--- src/rtl/y86_pkg.sv ---
// Shared Y86-64 definitions: instruction codes, status codes and sequencer phase encoding.
// In this core icode 0 is nop and icode 1 is halt.
package y86_pkg;

  typedef enum logic [3:0] {
    I_NOP    = 4'h0,
    I_HALT   = 4'h1,
    I_RRMOVQ = 4'h2,
    I_IRMOVQ = 4'h3,
    I_RMMOVQ = 4'h4,
    I_MRMOVQ = 4'h5,
    I_OPQ    = 4'h6,
    I_JXX    = 4'h7,
    I_CALL   = 4'h8,
    I_RET    = 4'h9,
    I_PUSHQ  = 4'hA,
    I_POPQ   = 4'hB
  } icode_e;

  typedef enum logic [2:0] {
    STAT_AOK = 3'd1,
    STAT_HLT = 3'd2,
    STAT_ADR = 3'd3,
    STAT_INS = 3'd4
  } stat_e;

  typedef enum logic [3:0] {
    S_IDLE,
    S_FETCH,
    S_DECODE,
    S_EXECUTE,
    S_MEMORY,
    S_WRITEBACK,
    S_PCUPD,
    S_HALTED,
    S_ERROR
  } seq_state_e;

  // Instructions that touch data memory and therefore handshake on the dmem port.
  function automatic logic is_mem_icode(input logic [3:0] icode);
    return icode inside {I_RMMOVQ, I_MRMOVQ, I_CALL, I_RET, I_PUSHQ, I_POPQ};
  endfunction

endpackage

--- src/rtl/y86_pc_sel.sv ---
// Combinational next-PC selection for the SEQ core: call/taken jump use valC,
// ret uses the popped return address, everything else falls through to valP.
module y86_pc_sel
  import y86_pkg::*;
(
  input  logic [3:0]  icode_i,
  input  logic        cnd_i,
  input  logic [63:0] valc_i,
  input  logic [63:0] valp_i,
  input  logic [63:0] valm_i,
  output logic [63:0] next_pc_o
);

  always_comb begin
    next_pc_o = valp_i;
    case (icode_i)
      I_CALL:  next_pc_o = valc_i;
      I_JXX:   if (cnd_i) next_pc_o = valc_i;
      I_RET:   next_pc_o = valm_i;
      default: next_pc_o = valp_i;
    endcase
  end

endmodule

--- src/rtl/y86_seq_ctrl.sv ---
// Multi-cycle sequencer for the Y86-64 SEQ core: owns PC and status, steps each instruction
// through F/D/E/M/W/P. Optional performance counters are built when SEQ_PERF_CNT_EN is defined.
module y86_seq_ctrl
  import y86_pkg::*;
#(
  parameter logic [63:0] RESET_PC    = 64'h0,
  parameter int          IMEM_ADDR_W = 10
) (
  input  logic        clk_i,
  input  logic        rst_i,
  input  logic        start_i,
  input  logic [3:0]  icode_i,
  input  logic [3:0]  ifun_i,
  input  logic [63:0] valC_i,
  input  logic [63:0] valP_i,
  input  logic        instr_valid_i,
  input  logic        imem_error_i,
  input  logic        cnd_i,
  input  logic [63:0] valM_i,
  input  logic        dmem_ready_i,
  input  logic        dmem_error_i,
  output logic [63:0] PC_o,
  output logic        dec_en_o,
  output logic        exe_en_o,
  output logic        mem_en_o,
  output logic        wb_en_o,
  output logic        mem_req_o,
  output logic [2:0]  stat_o,
  output logic        busy_o,
  output logic [63:0] cycle_cnt_o,
  output logic [63:0] retire_cnt_o
);

  seq_state_e  state_q, state_d;
  stat_e       stat_q, stat_d;
  logic [63:0] pc_q, pc_d;
  logic [3:0]  icode_q, icode_d;
  logic [3:0]  ifun_q, ifun_d;
  logic [63:0] valc_q, valc_d;
  logic [63:0] valp_q, valp_d;
  logic [63:0] valm_q, valm_d;
  logic        cnd_q, cnd_d;
  logic        mem_req;
  logic [63:0] next_pc;
  logic        unused_ok;

  y86_pc_sel u_pc_sel (
    .icode_i   (icode_q),
    .cnd_i     (cnd_q),
    .valc_i    (valc_q),
    .valp_i    (valp_q),
    .valm_i    (valm_q),
    .next_pc_o (next_pc)
  );

  always_comb begin
    state_d  = state_q;
    stat_d   = stat_q;
    pc_d     = pc_q;
    icode_d  = icode_q;
    ifun_d   = ifun_q;
    valc_d   = valc_q;
    valp_d   = valp_q;
    valm_d   = valm_q;
    cnd_d    = cnd_q;
    dec_en_o = 1'b0;
    exe_en_o = 1'b0;
    mem_en_o = 1'b0;
    wb_en_o  = 1'b0;
    mem_req  = 1'b0;
    case (state_q)
      S_IDLE: if (start_i) state_d = S_FETCH;
      S_FETCH: begin
        icode_d = icode_i;
        ifun_d  = ifun_i;
        valc_d  = valC_i;
        valp_d  = valP_i;
        if (imem_error_i) begin
          state_d = S_ERROR;
          stat_d  = STAT_ADR;
        end else if (!instr_valid_i) begin
          state_d = S_ERROR;
          stat_d  = STAT_INS;
        end else if (icode_i == I_HALT) begin
          state_d = S_HALTED;
          stat_d  = STAT_HLT;
        end else begin
          state_d = S_DECODE;
        end
      end
      S_DECODE: begin
        dec_en_o = 1'b1;
        state_d  = S_EXECUTE;
      end
      S_EXECUTE: begin
        exe_en_o = 1'b1;
        cnd_d    = cnd_i;
        state_d  = S_MEMORY;
      end
      // Memory instructions park here until the data port answers; a faulting
      // access skips write-back so no architectural state is updated.
      S_MEMORY: begin
        mem_en_o = 1'b1;
        if (is_mem_icode(icode_q)) begin
          mem_req = 1'b1;
          if (dmem_ready_i) begin
            valm_d = valM_i;
            if (dmem_error_i) begin
              state_d = S_ERROR;
              stat_d  = STAT_ADR;
            end else begin
              state_d = S_WRITEBACK;
            end
          end
        end else begin
          state_d = S_WRITEBACK;
        end
      end
      S_WRITEBACK: begin
        wb_en_o = 1'b1;
        state_d = S_PCUPD;
      end
      S_PCUPD: begin
        pc_d    = next_pc;
        state_d = S_FETCH;
      end
      S_HALTED, S_ERROR: state_d = state_q;
      default: state_d = S_IDLE;
    endcase
  end

  always_ff @(posedge clk_i) begin
    if (rst_i) begin
      state_q <= S_IDLE;
      stat_q  <= STAT_AOK;
      pc_q    <= RESET_PC;
      icode_q <= '0;
      ifun_q  <= '0;
      valc_q  <= '0;
      valp_q  <= '0;
      valm_q  <= '0;
      cnd_q   <= 1'b0;
    end else begin
      state_q <= state_d;
      stat_q  <= stat_d;
      pc_q    <= pc_d;
      icode_q <= icode_d;
      ifun_q  <= ifun_d;
      valc_q  <= valc_d;
      valp_q  <= valp_d;
      valm_q  <= valm_d;
      cnd_q   <= cnd_d;
    end
  end

  // The request is withdrawn in the same cycle reset is raised so memory never sees a stale access.
  assign mem_req_o = mem_req & ~rst_i;
  assign PC_o      = pc_q;
  assign stat_o    = stat_q;
  assign busy_o    = !(state_q inside {S_IDLE, S_HALTED, S_ERROR});

  // ifun and the fetch memory depth are carried for the datapath; the sequencer does not need them.
  assign unused_ok = ^{ifun_q, IMEM_ADDR_W};

`ifdef SEQ_PERF_CNT_EN
  logic [63:0] cycle_cnt_q, cycle_cnt_d;
  logic [63:0] retire_cnt_q, retire_cnt_d;

  always_comb begin
    cycle_cnt_d  = cycle_cnt_q + 64'(busy_o);
    retire_cnt_d = retire_cnt_q + 64'(state_q == S_PCUPD);
  end

  always_ff @(posedge clk_i) begin
    if (rst_i) begin
      cycle_cnt_q  <= '0;
      retire_cnt_q <= '0;
    end else begin
      cycle_cnt_q  <= cycle_cnt_d;
      retire_cnt_q <= retire_cnt_d;
    end
  end

  assign cycle_cnt_o  = cycle_cnt_q;
  assign retire_cnt_o = retire_cnt_q;
`else
  assign cycle_cnt_o  = '0;
  assign retire_cnt_o = '0;
`endif

endmodule

--- config.mk ---
export PLATFORM = sky130hd
export DESIGN_NAME = y86_seq_ctrl
export DESIGN_NICKNAME = d
export VERILOG_FILES = /design/src/rtl/y86_pkg.sv /design/src/rtl/y86_pc_sel.sv /design/src/rtl/y86_seq_ctrl.sv
export SDC_FILE = /design/constraint.sdc
export NUM_CORES = 1
export LEC_CHECK = 0
export CORE_ASPECT_RATIO = 1.75
export CORE_MARGIN = 2
export CORE_UTILIZATION = 46
export CTS_BUF_LIST = sky130_fd_sc_hd__clkbuf_4
export CTS_CLUSTER_DIAMETER = 40
export CTS_CLUSTER_SIZE = 30
export DETAILED_ROUTE_END_ITERATION = 7
export PLACE_DENSITY = 0.9
export SLEW_MARGIN = 10
export SYNTH_ARGS = -nofsm -noshare
export SYNTH_HDL_FRONTEND = slang
export SYNTH_SLANG_ARGS = --single-unit
--- constraint.sdc ---
create_clock -name clk_i -period 2.5 [get_ports clk_i]
set_clock_uncertainty 0.2 [all_clocks]
set_input_delay 0.25 -clock clk_i [delete_from_list [all_inputs] [get_ports clk_i]]
set_output_delay 0.25 -clock clk_i [all_outputs]
set_load 0.01 [all_outputs]
After elaboration in Yosys (flattened, before gate mapping). Index checks and enable logic that the tools add are counted.

Flip-flop bits (word level): 268. Word-level logic and storage cells: 65. Output and inout port bits: 201. Bits of input ports: 208.

Bitwise logic cells: 3. Mux-type cells: 23. Eq/ne operators: 22. Reduce and logical (&&, ||, !) cells: 9.

Operators by type and width (count): case mux 64 bit (3 select lines) (1); two-way mux 64 bit (1); case mux 4 bit (8 select lines) (1); == test 4 x 3 -> 1 bit, second input constant (7); two-way mux 4 bit (6); two-way mux 3 bit (7); == test 4 bit, second input constant (5); == test 4 x 1 -> 1 bit, second input constant (2); == test 4 x 2 -> 1 bit, second input constant (2); inequality test 2 bit, second input constant (4); two-way mux 1 bit (6); case mux 3 bit (2 select lines) (1); AND reduction 3 bit (2); nonzero test 6 bit (1); AND reduction 5 bit (1); zero test 4 bit (1); inequality test 4 bit, second input constant (1); inequality test 3 bit, second input constant (1); nonzero test 3 bit (1); inverter 1 bit (2); nonzero test 2 bit (1); OR reduction 2 bit (1); AND 1 bit (1); zero test 1 bit (1).

Longest topological paths before layout. Gate-level depths: netlist of the first run.

Depth after elaboration: 5. Mapped depth: 7. Gate-level depth less buffers: 5.

Modules after synthesis. From an unflattened synthesis of the first run, not the netlist that was laid out.

Cell total of the unflattened synthesis: 1645. Area, all modules: 12819.8 um^2.

By module, submodules not included: y86_seq_ctrl (times used 1, cells each 1336, seq. area each 5365.1 um^2, area each 10475.0 um^2); y86_pc_sel (times used 1, cells each 309, seq. area each 0.0 um^2, area each 2344.7 um^2).

Least setup slack after synthesis of the first run. Ideal clock, no wire load.

Path kind: reg2reg. Start point: register state_q[3]. End point: register valm_q[10]. Setup time: 132 ps. Slack: 512 ps. Period minus slack after synthesis: 1988 ps. Data arrival time: 1656 ps. Stages on the path, launching flop included: 8. Cells stage by stage: dfxtp_1 buf_2 or4b_4 inv_1 o211ai_2 buf_4 nand2_1 a21oi_1.

Cells in the longest elaborated chain, start to end: 2.

Ends and longest elaborated chain: start, declared (line y86_seq_ctrl.sv:34) `seq_state_e state_q, state_d;`; start signal, assigned (line y86_seq_ctrl.sv:144) `state_q <= state_d;`; == test 4 x 3 -> 1 bit (line y86_seq_ctrl.sv:71) `case (state_q)`; AND reduction 3 bit (no source line); end signal, assigned (line y86_seq_ctrl.sv:151) `valm_q <= valm_d;`; end, declared (line y86_seq_ctrl.sv:41) `logic [63:0] valm_q, valm_d;`.

No other way between the ends. A chain may end at the register's enable or synchronous reset.

Worst setup path in the final report of the first run.
Start point: register state_q[3]. End point: register valc_q[59].

Cells in the longest elaborated chain, start to end: 1.

Ends and longest elaborated chain: == test 4 x 1 -> 1 bit (line y86_seq_ctrl.sv:71); end signal, assigned (line y86_seq_ctrl.sv:149) `valc_q <= valc_d;`; end, declared (line y86_seq_ctrl.sv:39) `logic [63:0] valc_q, valc_d;`.

No other way between the ends.

==> results_dict.tcl, run 1 <==
set metrics [dict create \
    cap_violations 0 \
    first_iter_violations 1274 \
    synthTopCellsByArea "dfxtp_1 47%, nand2_1 15%, buf_4 9.0%" \
    overflow 0 \
    worst_slew_pin_slew_ns 0.9598 \
    coreArea_um2 24440 \
    yosys.area_share.adder_pct 0 \
    finish.net_count 2066 \
    clock_latency_ns 0.72 \
    synth_top_family_by_area "simple AND/OR/NAND/NOR gates" \
    yosys.area.top_type_share_pct 47.38 \
    post_synth_mux_area_share_pct 0.08840 \
    grt_pass1_vias 12637 \
    drc 2 \
    h-tree-depth 1 \
    yosysTopAreaCell "dfxtp_1" \
    max_freq_mhz 394.9 \
    worst_path_max_delay_cell "clkbuf_16" \
    netlist_area_um2 11320 \
    clk_pin_slew_ns 0.15 \
    synthFlopType "dfxtp_1" \
    status "finished, violations left" \
    areaGrowthSynthToFinish_pct 45.55 \
    max_slew_margin_pct 36.02 \
    antenna_found_initial 3 \
    netlist_top_cells_count "457 x nand2_1, 268 x dfxtp_1, 200 x a21oi_1, 135 x buf_4" \
    dp_hpwl_um 22340 \
    finalCriticalPeriod_ns 2.532 \
    worstPathCellList "buf_4 > buf_6 > nor4b_4 > clkbuf_16 > nand2_1 > a21oi_1" \
    startpoint_type "flop" \
    cts_root_buf "clkbuf_4" \
    arrival_ns 2.97 \
    num_rows 76 \
    ir_drop_mv 0.4005 \
    seq_area_frac_synth_pct 47.38 \
    crit_family "simple AND/OR/NAND/NOR gates" \
    yosys.area_share.simple_pct 19.86 \
    hold_class "in2reg" \
    leakage_nw 5.908 \
    synth_cells 1426 \
    rsz0062_at_grt "true" \
    ant_nets 0 \
    setup_viol 2 \
    crit_type "reg2reg" \
    cts_buffers 25 \
    numPortBuffers 276 \
    synthXorXnorAreaFrac_pct 0.07735 \
    die_w_um 122.6 \
    placed_cells 1933 \
    synth_edf_count 0 \
    synth.most_common_cell "nand2_1" \
    synth-compound-area-share_pct 19.51 \
    synth_warnings 0 \
    cp_num_buf_inv 3 \
    fp.dieH_um 211.6 \
    gp_congestion 0.8710 \
    cts.sinks 268 \
    grt_pass1_wl_um 65890 \
    firstDrtPassIters 8 \
    viasPerCell 5.702 \
    wirelength_um 43590 \
    die-area_um2 25940 \
    async_reset_ff_share_pct 0 \
    grt_max_degree 177 \
    finalCritPeriodShare_pct 101.3 \
    worst-path-max-fanout 121 \
    postSynthAreaPerCell_um2 7.941 \
    synth_cell_type_count 47 \
    final-hold-violation-count 0 \
    critPathMaxStageDelay_ns 0.41 \
    grtUsageTotal_pct 32.63 \
    ys_ff_latch 268 \
    whs_ns 0.08311 \
    tritoncts "done" \
    pin_count 409 \
    cp.required_ns 2.94 \
    final_cells 2196 \
    start_util_pct 46.33 \
    slew_viol_final 0 \
    setup_slack_ns -0.03201 \
    violations "design-rule violations, negative setup slack" \
    cp-end-kind "flop" \
    clockBufferDepth 3 \
    drive_gt1_share_pct 5.381 \
    p_per_area_nw_per_um2 549.6 \
    detail_route.wl_per_cell_um 19.85 \
    via_count 12521 \
]
worst register-to-register path, delay by kind of cell (launching register included):
family / cells / cell delay [ns]
simple gates: 2 / 0.95
buf+inv: 3 / 0.68
compound gates: 1 / 0.28
flops: 1 / 0.34
power breakdown:
group	internal, W	switching (W)
registers	0.00453	0.000160
logic	0.000822	0.00105
clock network	0.000848	0.00164
total	0.00620	0.00285
worst paths after layout:
check / start / to / slack [ns] / depth (start not counted)
worst max-delay path: state_q[3]$_SDFFE_PP0P_ / valc_q[59]$_SDFFE_PP0P_ / -0.03 / 6
worst min-delay path: imem_error_i / stat_o[0]$_SDFFE_PP1P_ / 0.08 / 3
worst max register to register: state_q[3]$_SDFFE_PP0P_ / valc_q[59]$_SDFFE_PP0P_ / -0.03 / 6
worst min register to register: valc_q[53]$_SDFFE_PP0P_ / PC_o[53]$_SDFFE_PP0P_ / 0.23 / 2
routing by layer:
metal  vias up  GRT usage [%]  share of wire (%)
met5         -              0                  0
met2      1049          55.34                 50
met4         0          24.73                8.2
met3       297          6.196                8.9
met1      5747          35.31                 33
li1       5428              -                  -
final cells by class:
class,instances,area (um^2)
clock buffer,28,210.2
sequential,268,5366
clock inverter,18,205.2
antenna,7,17.52
tap,312,390.4
inverter,5,22.52
multi-input combinational,1043,5029
timing repair buffer,515,5240
fill,1636,7958
layout by cell type, fill, tap and decap left out, drive strengths merged, types with 10 or more instances in the layout:
cell / instances
nor3: 12
clkbuf: 31
dfxtp: 268
clkdlybuf4s50: 269
buf: 36
inv: 10
nor2: 70
a211oi: 70
a21oi: 200
conb: 128
dlygate4sd3: 204
nand2: 457
a221oi: 64
kinds of logic after synthesis:
kind of cell / Yosys count
DFF: 268
AOI/OAI and AO/OA: 349
other: 1
xor gates and xnor gates: 1
buffers and inverters: 242
muxes: 1
and+or+nand+nor: 564
flip-flops by register name, summed over array words and instances, names as in the netlist:
| signal | cells |
|---|---|
| PC_o | 64 |
| cnd_q | 1 |
| state_q | 4 |
| valc_q | 64 |
| valm_q | 64 |
| stat_o | 3 |
| icode_q | 4 |
| valp_q | 64 |
repair_timing:
item | CTS | global route
hold buffers | 204 | 0
hold endpoints to repair | 198 | 0
buffers inserted | 0 | 6
gates resized for setup | 23 | 9
setup endpoints to repair | 6 | 5
metrics by stage:
| step | utilization [%] | power, W | TNS, ns | area (um^2) | setup WS, ns |
|---|---|---|---|---|---|
| 6_report | 67.44 | 0.009058 | -0.04689 | 16480 | -0.03201 |
| 5_1_grt | 67.40 | 0.009378 | -0.1275 | 16470 | -0.1162 |
| 4_1_cts | 67.11 | 0.008914 | -0.1033 | 16400 | -0.09117 |
| 3_5_place_dp | 56.97 | 0.006259 | 0 | 13920 | 0.08587 |
| 3_3_place_gp | 56.97 | 0.006207 | 0 | 13920 | 0.09091 |
| 2_1_floorplan | - | 0.005736 | 0 | 11800 | 0.5116 |
No activity file was read; power rests on OpenSTA's default activity.
==> inputs of run 2 (changes only) <==
--- a/config.mk
+++ b/config.mk
@@ -5,6 +5,7 @@
 export SDC_FILE = /design/constraint.sdc
 export NUM_CORES = 1
 export LEC_CHECK = 0
+export ABC_CLOCK_PERIOD_IN_PS = 2500
 export CORE_ASPECT_RATIO = 1.75
 export CORE_MARGIN = 2
 export CORE_UTILIZATION = 46
==> results of run 2 <==
The final DEF is identical to that of run 1; final timing and power are the same.
==> inputs of run 3 (changes only) <==
--- a/config.mk
+++ b/config.mk
@@ -14,6 +14,7 @@
 export CTS_CLUSTER_SIZE = 30
 export DETAILED_ROUTE_END_ITERATION = 7
 export PLACE_DENSITY = 0.9
+export SETUP_SLACK_MARGIN = 0.15
 export SLEW_MARGIN = 10
 export SYNTH_ARGS = -nofsm -noshare
 export SYNTH_HDL_FRONTEND = slang
==> run 3 against run 2 <==
  * Worst setup slack worse by 0.016 ns
  * Sequential share of layout area down 0.88 points
  * Clock power about the same
  * Final area up 2.8%
  * The run ends with negative setup slack left
  * Largest power group unchanged
  * Critical path type is now reg2out
  * Die area unchanged
==> results_dict.tcl, run 3 (synthesis gave the netlist of run 1 again) <==
set metrics [dict create \
    dp_hpwl_um 22340 \
    cts.sinks 268 \
    ant_nets 0 \
    swShare_pct 32.21 \
    cp_num_buf_inv 1 \
    wirelength_um 46540 \
    busiest_layer "met2" \
    violations "negative setup slack" \
    cp-end-kind "output pin" \
    via_count 12859 \
    grt_pass1_vias 12491 \
    status "finished, violations left" \
    max_freq_mhz 392.5 \
    crit_type "reg2out" \
    viasPerCell 5.819 \
    post-route-util_pct 69.34 \
    fp.dieH_um 211.6 \
    antenna_found_initial 3 \
    finish.net_count 2079 \
    finalCriticalPeriod_ns 2.548 \
    comb_power_share_pct 22.1 \
    overflow 0 \
    ir_drop_mv 0.3949 \
    h-tree-depth 1 \
    rsz0062_at_grt "true" \
    use_met1_pct 35.89 \
    setup_slack_ns -0.04759 \
    crit_family "simple AND/OR/NAND/NOR gates" \
    critPathMaxStageDelay_ns 0.56 \
    grt_pass1_wl_um 65940 \
    p_seq_share_pct 50.9 \
    die_w_um 122.6 \
    leakage_nw 6.144 \
    die-area_um2 25940 \
    worst_slew_pin_slew_ns 0.9825 \
    final_cell_mix "446 x nand2_1, 269 x clkdlybuf4s50_1, 266 x dfxtp_1, 204 x dlygate4sd3_1, 187 x a21oi_1" \
    clockPowerShare_pct 27.0 \
    hold_class "in2reg" \
    gp_congestion 0.8710 \
    clock_latency_ns 0.71 \
    tritoncts "done" \
    p_int_w 0.006265 \
    cap_violations 0 \
    setup_viol 3 \
    pin_count 409 \
    grtUsageTotal_pct 32.65 \
    final_common_cell "nand2_1" \
    cts_buffers 25 \
    arrival_ns 2.10 \
    clk_pin_slew_ns 0.16 \
    drc 0 \
    worst-path-max-fanout 2 \
    numPortBuffers 276 \
    grt_max_degree 177 \
    use_met3_pct 6.115 \
    final_cells 2210 \
    fillers 1585 \
    areaGrowthSynthToFinish_pct 49.65 \
    max_slew_margin_pct 34.50 \
    firstDrtPassIters 6 \
    whs_ns 0.1052 \
    slew_viol_final 0 \
    cp.required_ns 2.05 \
    switchingPower_w 0.002977 \
    finalCritPeriodShare_pct 101.9 \
    num_rows 76 \
    coreArea_um2 24440 \
    drive_gt1_share_pct 8.783 \
    p_per_area_nw_per_um2 545.4 \
    clockBufferDepth 3 \
    placed_cells 1933 \
    worst_path_max_delay_cell "or4b_4" \
    worstPathCellList "or4b_4 > a21oi_4 > nor2b_4 > buf_6" \
    first_iter_violations 1285 \
    start_util_pct 46.33 \
    final-hold-violation-count 0 \
    use_met2_pct 55.33 \
    detail_route.wl_per_cell_um 21.06 \
    cts_root_buf "clkbuf_4" \
    startpoint_type "flop" \
]
## run 3: cell count changes in the layout (fill, tap and decap cells not counted), moves of 4 or more
cell | previous run | this run
a21oi_2 | 0 | 12
buf_6 | 3 | 7
a21oi_1 | 199 | 187
nand2_4 | 0 | 6
buf_4 | 21 | 25
nand2_1 | 457 | 446
a221oi_1 | 64 | 45
nand2_2 | 0 | 5
a221oi_2 | 0 | 17
## run 3: cell type report
| class | count | area [um^2] | share of cell area (%) |
|---|---|---|---|
| multi-input cells | 1044 | 5325 | 31.43 |
| diodes | 8 | 20.02 | 0.1181 |
| clock buffers | 28 | 210.2 | 1.240 |
| flip-flops and latches | 268 | 5368 | 31.68 |
| repair buffers | 527 | 5404 | 31.89 |
| well taps | 312 | 390.4 | 2.304 |
| clock inverters | 18 | 205.2 | 1.211 |
| inverters | 5 | 22.52 | 0.1329 |
## run 3: path summary, 6_finish.rpt
path | startpoint | cells after the start | slack [ns] | endpoint
setup / recovery | state_q[3]$_SDFFE_PP0P_ | 4 | -0.05 | mem_req_o
hold / removal | imem_error_i | 3 | 0.11 | stat_o[0]$_SDFFE_PP1P_
setup reg to reg | state_q[3]$_SDFFE_PP0P_ | 7 | -0.01 | stat_o[2]$_SDFFE_PP0P_
hold reg to reg | valc_q[53]$_SDFFE_PP0P_ | 2 | 0.22 | PC_o[53]$_SDFFE_PP0P_
## run 3: what timing repair did
item,in CTS,in global routing
hold endpoints to repair,198,0
pin swaps,0,14
resized for setup,40,68
hold buffers,204,0
gates cloned,0,4
endpoints found under the setup margin,6,31
buffers inserted,3,12
## run 3: through the flow
step / power, W / setup slack (ns) / setup TNS, ns / cell area (um^2)
after floorplan: 0.005736 / 0.5116 / 0 / 11800
after global placement: 0.006207 / 0.09091 / 0 / 13920
after detailed placement: 0.006259 / 0.08587 / 0 / 13920
after CTS: 0.008919 / -0.06656 / -0.06656 / 16440
after global routing: 0.009542 / -0.1205 / -0.3292 / 16930
final: 0.009242 / -0.04759 / -0.06079 / 16950
## run 3: per-layer routing
layer,vias to the layer above,share of wire (%)
li1,5459,-
met1,5925,34
met2,1121,49
met3,354,8.8
met4,0,8.8
met5,-,0
## run 3: power by group through the flow
stage                     Sequential (W)  Clock, W  Combinational [W]
after floorplan                  0.00473         0            0.00101
after global placement           0.00474         0            0.00147
after detailed placement         0.00476         0            0.00150
after CTS                        0.00467   0.00248            0.00178
after global routing             0.00473   0.00265            0.00217
final                            0.00471   0.00250            0.00204
## run 3: worst register-to-register path, delay by kind of cell (launching register included)
kind | cells | cell delay, ns
buf+inv | 3 | 0.59
simple gates | 1 | 0.56
flops | 1 | 0.35
compound gates | 3 | 0.74
